File: config.mk
export PLATFORM = sky130hd
export DESIGN_NAME = conv_pool_engine_flat
export DESIGN_NICKNAME = d
export VERILOG_FILES = /design/src/rtl/conv_pool_pkg.sv /design/src/rtl/conv_pool_engine_if.sv /design/src/rtl/conv_dot_pipe.sv /design/src/rtl/conv_pool_engine.sv /design/src/flat_wrapper.sv
export SDC_FILE = /design/constraint.sdc
export NUM_CORES = 1
export LEC_CHECK = 0
export BUFFER_PORTS_ARGS = -buffer_cell sky130_fd_sc_hd__buf_2
export CAP_MARGIN = 15
export CELL_PAD_IN_SITES_DETAIL_PLACEMENT = 0
export CELL_PAD_IN_SITES_GLOBAL_PLACEMENT = 1
export CORE_ASPECT_RATIO = 1.2
export CORE_MARGIN = 4
export CORE_UTILIZATION = 45
export DETAILED_ROUTE_END_ITERATION = 10
export HOLD_SLACK_MARGIN = 0.15
export PLACE_DENSITY = 0.78
export SKIP_LAST_GASP = 1
export SLEW_MARGIN = 15
export SYNTH_ARGS = -nofsm -noshare
export SYNTH_HDL_FRONTEND = slang
export SYNTH_SLANG_ARGS = --single-unit
File: constraint.sdc
create_clock -name clk -period 4.7 [get_ports clk]
set_clock_uncertainty 0.1 [all_clocks]
set_input_delay 0.705 -clock clk [delete_from_list [all_inputs] [get_ports clk]]
set_output_delay 0.705 -clock clk [all_outputs]
set_load 0.1 [all_outputs]
File: src/rtl/conv_pool_pkg.sv
// Shared helpers for the convolve-and-pool engine: result width, pooling-mode
// encoding and the signed/unsigned max compare.
package conv_pool_pkg;

  typedef enum logic {
    POOL_WINDOW  = 1'b0,
    POOL_RUNNING = 1'b1
  } pool_mode_e;

  function automatic int unsigned acc_width(input int unsigned data_w, input int unsigned taps);
    return 2 * data_w + int'($clog2(taps));
  endfunction

  // Strict a > b on the low w bits; flipping the sign bit turns a signed
  // compare into an unsigned one.
  function automatic logic max_greater(input logic [63:0] a, input logic [63:0] b,
                                       input int unsigned w, input logic sgn);
    logic [63:0] mask;
    logic [63:0] top;
    logic [63:0] am;
    logic [63:0] bm;
    mask = (64'd1 << w) - 64'd1;
    top  = 64'd1 << (w - 1);
    am   = a & mask;
    bm   = b & mask;
    if (sgn) begin
      am = am ^ top;
      bm = bm ^ top;
    end
    return am > bm;
  endfunction

endpackage

File: src/rtl/conv_pool_engine_if.sv
// Sample/weight loader and result bus of conv_pool_engine.
interface conv_pool_engine_if
  import conv_pool_pkg::*;
#(
  parameter  int unsigned DATA_W = 6,
  parameter  int unsigned TAPS   = 4,
  localparam int unsigned ACC_W  = acc_width(DATA_W, TAPS)
);
  logic              clear;
  pool_mode_e        pool_mode;
  logic              w_valid;
  logic [DATA_W-1:0] w_data;
  logic              x_valid;
  logic [DATA_W-1:0] x_data;
  logic              x_ready;
  logic              conv_valid;
  logic [ACC_W-1:0]  conv_data;
  logic              out_valid;
  logic [ACC_W-1:0]  out_data;
  logic              weights_ready;

  modport master (
    output clear, pool_mode, w_valid, w_data, x_valid, x_data,
    input  x_ready, conv_valid, conv_data, out_valid, out_data, weights_ready
  );

  modport slave (
    input  clear, pool_mode, w_valid, w_data, x_valid, x_data,
    output x_ready, conv_valid, conv_data, out_valid, out_data, weights_ready
  );
endinterface

File: src/rtl/conv_dot_pipe.sv
// Two-stage dot product: registered per-tap products, then a registered
// sign/zero-extended sum with a matching valid pipe.
module conv_dot_pipe
  import conv_pool_pkg::*;
#(
  parameter  int unsigned DATA_W = 6,
  parameter  int unsigned TAPS   = 4,
  parameter  int unsigned SIGNED = 0,
  localparam int unsigned ACC_W  = acc_width(DATA_W, TAPS)
) (
  input  logic                         clk,
  input  logic                         rst,
  input  logic                         i_flush,
  input  logic                         i_valid,
  input  logic [TAPS-1:0][DATA_W-1:0]  i_x,
  input  logic [TAPS-1:0][DATA_W-1:0]  i_w,
  output logic                         o_valid,
  output logic [ACC_W-1:0]             o_data
);
  localparam int unsigned PROD_W = 2 * DATA_W;
  localparam int unsigned EXT_W  = ACC_W - PROD_W;

  logic [TAPS-1:0][PROD_W-1:0] w_prod;
  logic [TAPS-1:0][PROD_W-1:0] r_prod;
  logic [PROD_W-1:0]           w_xe;
  logic [PROD_W-1:0]           w_we;
  logic [ACC_W-1:0]            w_sum;
  logic [ACC_W-1:0]            r_sum;
  logic                        r_prod_valid;
  logic                        r_sum_valid;

  // Operands widened to the product width first, so the low PROD_W bits of the
  // product are correct for both signed and unsigned data.
  always_comb begin
    w_prod = '0;
    w_xe   = '0;
    w_we   = '0;
    for (int unsigned t = 0; t < TAPS; t++) begin
      w_xe      = {{DATA_W{(SIGNED != 0) && i_x[t][DATA_W-1]}}, i_x[t]};
      w_we      = {{DATA_W{(SIGNED != 0) && i_w[t][DATA_W-1]}}, i_w[t]};
      w_prod[t] = w_xe * w_we;
    end
  end

  always_comb begin
    w_sum = '0;
    for (int unsigned t = 0; t < TAPS; t++) begin
      w_sum = w_sum + {{EXT_W{(SIGNED != 0) && r_prod[t][PROD_W-1]}}, r_prod[t]};
    end
  end

  always_ff @(posedge clk or posedge rst) begin
    if (rst) begin
      r_prod       <= '0;
      r_prod_valid <= 1'b0;
      r_sum        <= '0;
      r_sum_valid  <= 1'b0;
    end else begin
      r_prod_valid <= i_valid && !i_flush;
      r_sum_valid  <= r_prod_valid && !i_flush;
      if (i_valid) r_prod <= w_prod;
      if (r_prod_valid) r_sum <= w_sum;
    end
  end

  assign o_valid = r_sum_valid;
  assign o_data  = r_sum;
endmodule

File: src/rtl/conv_pool_engine.sv
// Sliding-window convolver with windowed or running max pooling of the
// dot-product results.
module conv_pool_engine
  import conv_pool_pkg::*;
#(
  parameter  int unsigned DATA_W   = 6,
  parameter  int unsigned TAPS     = 4,
  parameter  int unsigned POOL_LEN = 4,
  parameter  int unsigned SIGNED   = 0,
  localparam int unsigned ACC_W    = acc_width(DATA_W, TAPS)
) (
  input logic               clk,
  input logic               rst,
  conv_pool_engine_if.slave eng
);
  localparam int unsigned FILL_W = $clog2(TAPS + 1);
  localparam int unsigned PCNT_W = (POOL_LEN > 1) ? $clog2(POOL_LEN) : 1;
  localparam logic [ACC_W-1:0] MAX_INIT = (SIGNED != 0) ? {1'b1, {(ACC_W-1){1'b0}}} : '0;

  logic [TAPS-1:0][DATA_W-1:0] r_w;
  logic [TAPS-1:0][DATA_W-1:0] r_x;
  logic [FILL_W-1:0]           r_w_cnt;
  logic [FILL_W-1:0]           r_fill;
  logic                        r_launch;
  logic                        w_accept;
  logic                        w_conv_valid;
  logic [ACC_W-1:0]            w_conv_data;

  pool_mode_e                  r_mode_q;
  logic [PCNT_W-1:0]           r_pcnt;
  logic [PCNT_W-1:0]           w_pcnt;
  logic [ACC_W-1:0]            r_max;
  logic [ACC_W-1:0]            w_new_max;
  logic                        r_seen;
  logic                        w_first;
  logic                        r_out_valid;
  logic [ACC_W-1:0]            r_out_data;

  assign eng.x_ready       = !eng.w_valid;
  assign w_accept          = eng.x_valid && !eng.w_valid;
  assign eng.weights_ready = (r_w_cnt == FILL_W'(TAPS));

  always_ff @(posedge clk or posedge rst) begin
    if (rst) begin
      r_w     <= '0;
      r_w_cnt <= '0;
    end else if (eng.w_valid) begin
      r_w <= {eng.w_data, r_w[TAPS-1:1]};
      if (r_w_cnt != FILL_W'(TAPS)) r_w_cnt <= r_w_cnt + 1'b1;
    end
  end

  always_ff @(posedge clk or posedge rst) begin
    if (rst) begin
      r_x      <= '0;
      r_fill   <= '0;
      r_launch <= 1'b0;
    end else if (eng.clear) begin
      r_x      <= '0;
      r_fill   <= '0;
      r_launch <= 1'b0;
    end else begin
      r_launch <= w_accept && (r_fill >= FILL_W'(TAPS - 1));
      if (w_accept) begin
        r_x <= {eng.x_data, r_x[TAPS-1:1]};
        if (r_fill != FILL_W'(TAPS)) r_fill <= r_fill + 1'b1;
      end
    end
  end

  conv_dot_pipe #(
    .DATA_W (DATA_W),
    .TAPS   (TAPS),
    .SIGNED (SIGNED)
  ) u_dot (
    .clk     (clk),
    .rst     (rst),
    .i_flush (eng.clear),
    .i_valid (r_launch),
    .i_x     (r_x),
    .i_w     (r_w),
    .o_valid (w_conv_valid),
    .o_data  (w_conv_data)
  );

  // A mode switch restarts the pool count for the result arriving that cycle.
  always_comb begin
    w_pcnt    = (eng.pool_mode != r_mode_q) ? '0 : r_pcnt;
    w_first   = (eng.pool_mode == POOL_RUNNING) ? !r_seen : (w_pcnt == '0);
    w_new_max = (w_first || max_greater(64'(w_conv_data), 64'(r_max), ACC_W, SIGNED != 0))
                ? w_conv_data : r_max;
  end

  always_ff @(posedge clk or posedge rst) begin
    if (rst) begin
      r_mode_q    <= POOL_WINDOW;
      r_pcnt      <= '0;
      r_max       <= MAX_INIT;
      r_seen      <= 1'b0;
      r_out_valid <= 1'b0;
      r_out_data  <= '0;
    end else if (eng.clear) begin
      r_mode_q    <= eng.pool_mode;
      r_pcnt      <= '0;
      r_max       <= MAX_INIT;
      r_seen      <= 1'b0;
      r_out_valid <= 1'b0;
      r_out_data  <= '0;
    end else begin
      r_mode_q <= eng.pool_mode;
      r_pcnt   <= w_pcnt;
      if (eng.pool_mode == POOL_WINDOW) begin
        r_out_valid <= 1'b0;
        if (w_conv_valid) begin
          r_max <= w_new_max;
          if (w_pcnt == PCNT_W'(POOL_LEN - 1)) begin
            r_pcnt      <= '0;
            r_out_valid <= 1'b1;
            r_out_data  <= w_new_max;
          end else begin
            r_pcnt <= w_pcnt + 1'b1;
          end
        end
      end else begin
        r_pcnt      <= '0;
        r_out_valid <= r_seen || w_conv_valid;
        if (w_conv_valid) begin
          r_max      <= w_new_max;
          r_seen     <= 1'b1;
          r_out_data <= w_new_max;
        end
      end
    end
  end

  assign eng.conv_valid = w_conv_valid;
  assign eng.conv_data  = w_conv_data;
  assign eng.out_valid  = r_out_valid;
  assign eng.out_data   = r_out_data;
endmodule
File: src/flat_wrapper.sv
// flat-port wrapper written by rule: the top's interface ports become plain ports
module conv_pool_engine_flat import conv_pool_pkg::*;
#(
  parameter  int unsigned DATA_W   = 6,
  parameter  int unsigned TAPS     = 4,
  parameter  int unsigned POOL_LEN = 4,
  parameter  int unsigned SIGNED   = 0,
  localparam int unsigned ACC_W    = acc_width(DATA_W, TAPS)
)
  (clk, rst, eng_clear, eng_pool_mode, eng_w_valid, eng_w_data, eng_x_valid, eng_x_data, eng_x_ready, eng_conv_valid, eng_conv_data, eng_out_valid, eng_out_data, eng_weights_ready);
  conv_pool_engine_if #(.DATA_W(DATA_W), .TAPS(TAPS)) eng_i ();
  input logic clk;
  input logic rst;
  input wire logic [$bits(eng_i.clear)-1:0] eng_clear;
  input wire logic [$bits(eng_i.pool_mode)-1:0] eng_pool_mode;
  input wire logic [$bits(eng_i.w_valid)-1:0] eng_w_valid;
  input wire logic [$bits(eng_i.w_data)-1:0] eng_w_data;
  input wire logic [$bits(eng_i.x_valid)-1:0] eng_x_valid;
  input wire logic [$bits(eng_i.x_data)-1:0] eng_x_data;
  output wire logic [$bits(eng_i.x_ready)-1:0] eng_x_ready;
  output wire logic [$bits(eng_i.conv_valid)-1:0] eng_conv_valid;
  output wire logic [$bits(eng_i.conv_data)-1:0] eng_conv_data;
  output wire logic [$bits(eng_i.out_valid)-1:0] eng_out_valid;
  output wire logic [$bits(eng_i.out_data)-1:0] eng_out_data;
  output wire logic [$bits(eng_i.weights_ready)-1:0] eng_weights_ready;
  assign eng_i.clear = eng_clear;
  assign eng_i.pool_mode = eng_pool_mode;
  assign eng_i.w_valid = eng_w_valid;
  assign eng_i.w_data = eng_w_data;
  assign eng_i.x_valid = eng_x_valid;
  assign eng_i.x_data = eng_x_data;
  assign eng_x_ready = eng_i.x_ready;
  assign eng_conv_valid = eng_i.conv_valid;
  assign eng_conv_data = eng_i.conv_data;
  assign eng_out_valid = eng_i.out_valid;
  assign eng_out_data = eng_i.out_data;
  assign eng_weights_ready = eng_i.weights_ready;
  conv_pool_engine #(.DATA_W(DATA_W), .TAPS(TAPS), .POOL_LEN(POOL_LEN), .SIGNED(SIGNED)) u_core (.clk(clk), .rst(rst), .eng(eng_i));
endmodule
## Yosys cells after proc, flatten, opt, wreduce, memory -nomap -nowiden

Index checks and enable logic that the tools add are counted.

- Equal/unequal tests: 5
- Order comparisons: 2
- Reduce and logical (&&, ||, !) cells: 19
- $mul: 4
- $add $sub $neg: 6
- Mux-type cells: 26

Operators with widths:

| operator | number |
|---|---|
| two-way mux 14 bit | 7 |
| multiplier 6 x 6 -> 12 bit | 4 |
| two-way mux 24 bit | 2 |
| adder 13 x 12 -> 14 bit | 1 |
| adder 14 x 12 -> 14 bit | 1 |
| > comparator 14 bit | 1 |
| adder 12 x 12 -> 13 bit | 1 |
| two-way mux 2 bit | 5 |
| two-way mux 1 bit | 9 |
| two-way mux 3 bit | 3 |
| AND reduction 2 bit | 4 |
| nonzero test 2 bit | 4 |
| adder 3 x 1 -> 3 bit (second input constant) | 2 |
| inequality test 3 bit (second input constant) | 2 |
| logical AND 1 bit | 4 |
| equality test 3 bit (second input constant) | 1 |
| greater-or-equal comparator 3 x 2 -> 1 bit (second input constant) | 1 |
| logical NOT 1 bit | 3 |
| nonzero test 3 bit | 1 |
| adder 2 x 1 -> 2 bit (second input constant) | 1 |
| equality test 2 bit (second input constant) | 1 |
| logical NOT 2 bit | 1 |
| logical OR 1 bit | 2 |
| inequality test 1 bit | 1 |

- Output and inout bits: 32
- Register bits after elaboration: 152
- Word-level logic and storage cells: 86

## Logic depth before layout (Yosys ltp)

- Depth in word-level cells: 10
- Depth in mapped cells: 14
- Depth with buffers taken out: 14

## By module

A second synthesis with hierarchy kept.

- Cells, all modules: 1243
- Area total of the unflattened synthesis: 12092.8 sq um

Modules (own cells, without submodules):

| module | area each (sq um) | cells an instance | times used |
|---|---|---|---|
| conv_dot_pipe | 7783.7 | 846 | 1 |
| conv_pool_engine | 4309.1 | 397 | 1 |

## Worst setup path after synthesis

No wires, ideal clock.

- Path type: register -> register
- Start point: register u_core.r_x[21] in the netlist's numbering
- End point: register u_core.u_dot.r_prod[47] in the netlist's numbering
- Slack: 1.004 ns
- Path buffers: 0
- Data required time: 4.484 ns
- Stages on the path, launching flop included: 13
- Library setup time: 0.116 ns
- Data arrival time: 3.480 ns
- Period minus slack after synthesis: 3.696 ns
- Path through: dfrtp_1 and2_1 fa_1 inv_1 fa_1 fa_1 inv_1 ha_1 a21o_1 a21oi_1 o21bai_1 a31o_2 o311ai_0

- Cells in the longest elaborated chain, start to end: 1

Ends and longest elaborated chain:

| what | line | text |
|---|---|---|
| start, declared | conv_pool_engine.sv:21 | `logic [TAPS-1:0][DATA_W-1:0] r_x;` |
| start signal, assigned | conv_pool_engine.sv:65 | `r_x <= {eng.x_data, r_x[TAPS-1:1]};` |
| multiplier 6 x 6 -> 12 bit | conv_dot_pipe.sv:41 | `w_prod[t] = w_xe * w_we;` |
| end signal, assigned | conv_dot_pipe.sv:61 | `if (i_valid) r_prod <= w_prod;` |
| end, declared | conv_dot_pipe.sv:24 | `logic [TAPS-1:0][PROD_W-1:0] r_prod;` |

No other way between the ends.
A chain may end at the register's enable or synchronous reset.

## Worst setup path in the final report

- Start point: register u_core.r_x[17] in the netlist's numbering
- End point: register u_core.u_dot.r_prod[35] in the netlist's numbering

Same word-level chain as after synthesis.

==> results.md <==
- Status: completed
- Port Buffer Count: 49
- TritonCTS buffer count: 17
- Lkg Pwr: roughly 6.6 nW
- Area delta synth->final: 9.476%
- Adder-cell share of the synthesized area: 27.50%
- Worst hold path type: input port to async pin
- Initial drt markers: a little under 400
- Antenna Nets Post-Route: 0
- Non-filler cells in the finished layout: roughly 1600
- Critical Path RT: 4.91 ns
- Max-cap violation count: 0
- Seq cells post-synth: about 150
- Full die area: between 20000 and 30000 µm²
- Yosys cell types: 54
- Top_reg_cell synth: dfrtp_1
- CTS Hold Bufs: 0
- CTS tree: done
- Vias: a little over 8000
- Compound-Gate Fraction of Synth Area: between 10% and 20%
- RSZ-0062 raised after global routing: no
- Clk Latency, worst-skew pair: around 0.43 ns
- Mapped Nets: about 1400
- Synth top area share: roughly 32%
- Vias in the first global route: 8486
- Synth Cell Area: about 12000 µm²
- Max_slew headroom: between 30% and 40%
- # diodes: 0
- Final slew viol count: 0
- Antenna violations before repair: 0
- Largest family of logic cells by synthesized area: adder cells
- # IOs: 50
- Simple-Gate Fraction of Synth Area: around 15%
- Worst vdd ir: 0.2289 mV
- Initial core utilization: 46.08%
- Worst path arrival time: about 4.1 ns
- Global-route wire length before repair: about 43000 µm
- CP max FO: 8
- Yosys warns: 0
- Pwr Density: roughly 260 nW/µm²
- Avg Inst Size Synth: 9.828 µm²
- Yosys top cell by area: dfrtp_1
- Final wirelength: ~25000 µm
- GR Util All Layers: a little under a fifth
- Slew @ Worst Pin: just over 1 ns
- Routability cong.: roughly 0.83
- Number of cells upsized or downsized after cts: 0
- Core Area: roughly 26000 µm²
- Setup TNS Final: 0 ns
- Post-synth top cells: 178 x inv_1, 152 x dfrtp_1, 137 x nand2_1
- Fin crit period: ~3.9 ns
- Post-synthesis mux area share: ~5.7%
- R2R Setup Slk: roughly 0.78 ns
- Final core utilization: about half
- CP Launch Type: flip-flop
- Worst setup EP type: flip-flop
- Die H: 186.0 µm
- DP HPWL: 18960 µm
- DRC: 0
- Final Hold Violating Endpoints: 0
- Most frequent cell after synthesis: inv_1
- Die X: around 160 µm
- Placed cells: 1556
- EDFF count, synth: 0
- Largest net degree at the start of global routing: 84
- Tot Pwr: approximately 3.3 mW
- Vias/cell: about 5.1
- Period utilization: 83.37%
- Synth Area in XOR/XNOR: under 10%
- CTS root buf: clkbuf_16
- Post-synthesis async set-or-reset flop share: 100.0%
- Mapped Cells: 1209
- Initial DRT Pass Iterations: 4
- Top post-synthesis cells by area: dfrtp_1 32%, fa_1 15%, ha_1 12%
- Postcts setup bufs: 0
- Clock transition at path regs: approximately 0.070 ns
- Grt total ovfl: 0
- Clock Sinks: 152
- Max Clk Rate: approximately 260 MHz
- Core Rows: between 60 and 70
- Nets: around 1500
- Critical path type: flip-flop to flip-flop
- Share of layout cells above drive strength 1: 12.88%
- CTS max path bufs: 2
- CTS H-tree depth: 4
- Seq/Total Area, Yosys: between 30% and 40%
- DR WL/cell: roughly 16 µm
- Final setup vio count: 0
==> report_power, final <==
part	total [mW]	switching [mW]	internal [mW]
Clock	1.38	0.603	0.772
Combinational	0.458	0.295	0.163
Sequential	1.49	0.108	1.38
Total	3.32	1.01	2.31
==> cell type report <==
type                    count  area (µm²)
multi-input cells         840        7228
repair buffers             55       302.8
flip-flops and latches    152        3805
clock buffers              19       452.9
fillers                  2441       12780
well taps                 330       412.9
inverters                 179       675.6
clock inverters            13       131.4
==> path summary, 6_finish.rpt <==
check	startpoint	end	cells past startpoint
max in group asynchronous	rst	u_core.r_x[5]$_DFFE_PP0P_	3
setup / recovery	u_core.r_x[17]$_DFFE_PP0P_	u_core.u_dot.r_prod[35]$_DFFE_PP0P_	13
min in group clk	eng_w_data[4]	u_core.r_w[22]$_DFFE_PP0P_	2
hold reg to reg	u_core.u_dot.r_prod[17]$_DFFE_PP0P_	u_core.u_dot.r_prod[17]$_DFFE_PP0P_	2
setup reg to reg	u_core.r_x[17]$_DFFE_PP0P_	u_core.u_dot.r_prod[35]$_DFFE_PP0P_	13
hold / removal	rst	u_core.eng.out_data[3]$_DFFE_PP0P_	2
==> sequential cells by signal (all words and copies together), names as in the netlist <==
register                   cells
u_core.eng.out_valid           1
u_core.u_dot.r_prod           48
u_core.eng.out_data           14
u_core.r_pcnt                  2
u_core.r_fill                  3
u_core.u_dot.o_data           14
u_core.r_w_cnt                 3
u_core.u_dot.o_valid           1
u_core.r_x                    24
u_core.r_max                  14
u_core.u_dot.r_prod_valid      1
u_core.r_seen                  1
u_core.r_mode_q                1
u_core.r_launch                1
u_core.r_w                    24
==> worst max-delay path: stages (launching register included) <==
cell and delay, ns:
dfrtp_1 0.45, and2_1 0.21, fa_1 0.53, inv_1 0.06, fa_1 0.50, fa_1 0.54
inv_1 0.04, ha_1 0.32, nor2b_1 0.14, o21ai_0 0.20, a21boi_1 0.14, o211ai_1 0.24
nand2_1 0.08, o311ai_1 0.27
==> cell usage in the layout (no fill, tap or decap), types with 10 or more instances in the layout <==
cell	instances
fa_1	92
mux2i_1	21
a2111oi_2	15
o21bai_1	10
inv_1	177
clkbuf_16	17
o21ai_0	38
a21oi_1	63
a21o_1	16
nand3_1	11
buf_2	49
nand2_1	137
ha_1	114
mux2_2	39
and2_1	93
nor2_1	67
nor3_1	18
dfrtp_1	151
xnor2_1	25
==> layer usage <==
| layer | global-route usage (%) | wire (µm) | vias up |
|---|---|---|---|
| li1 | - | - | 4036 |
| met1 | 23.23 | 11310 | 3963 |
| met2 | 31.99 | 12290 | 107 |
| met3 | 2.558 | 597 | 32 |
| met4 | 5.000 | 464 | 0 |
| met5 | 0 | 0 | - |
==> per-stage QoR <==
step | cell area (µm²) | hold WS (ns) | setup WS (ns)
detailed placement | 12420 | 0.4093 | 0.7989
global placement | 12420 | 0.4075 | 0.8557
floorplan | 11890 | 0.3715 | 1.004
finish | 13010 | 0.2638 | 0.7815
CTS | 13010 | 0.2748 | 0.7577
global route | 13010 | 0.3237 | 0.4171
==> logic make-up after synthesis <==
kind of cell | Yosys count
adder cells (fa/ha/maj) | 206
AO/OA/AOI/OAI | 188
flip-flops | 152
AND/OR/NAND/NOR | 355
buffers and inverters | 217
XOR/XNOR | 30
multiplexers | 61
No activity file was read; power rests on OpenSTA's default activity.
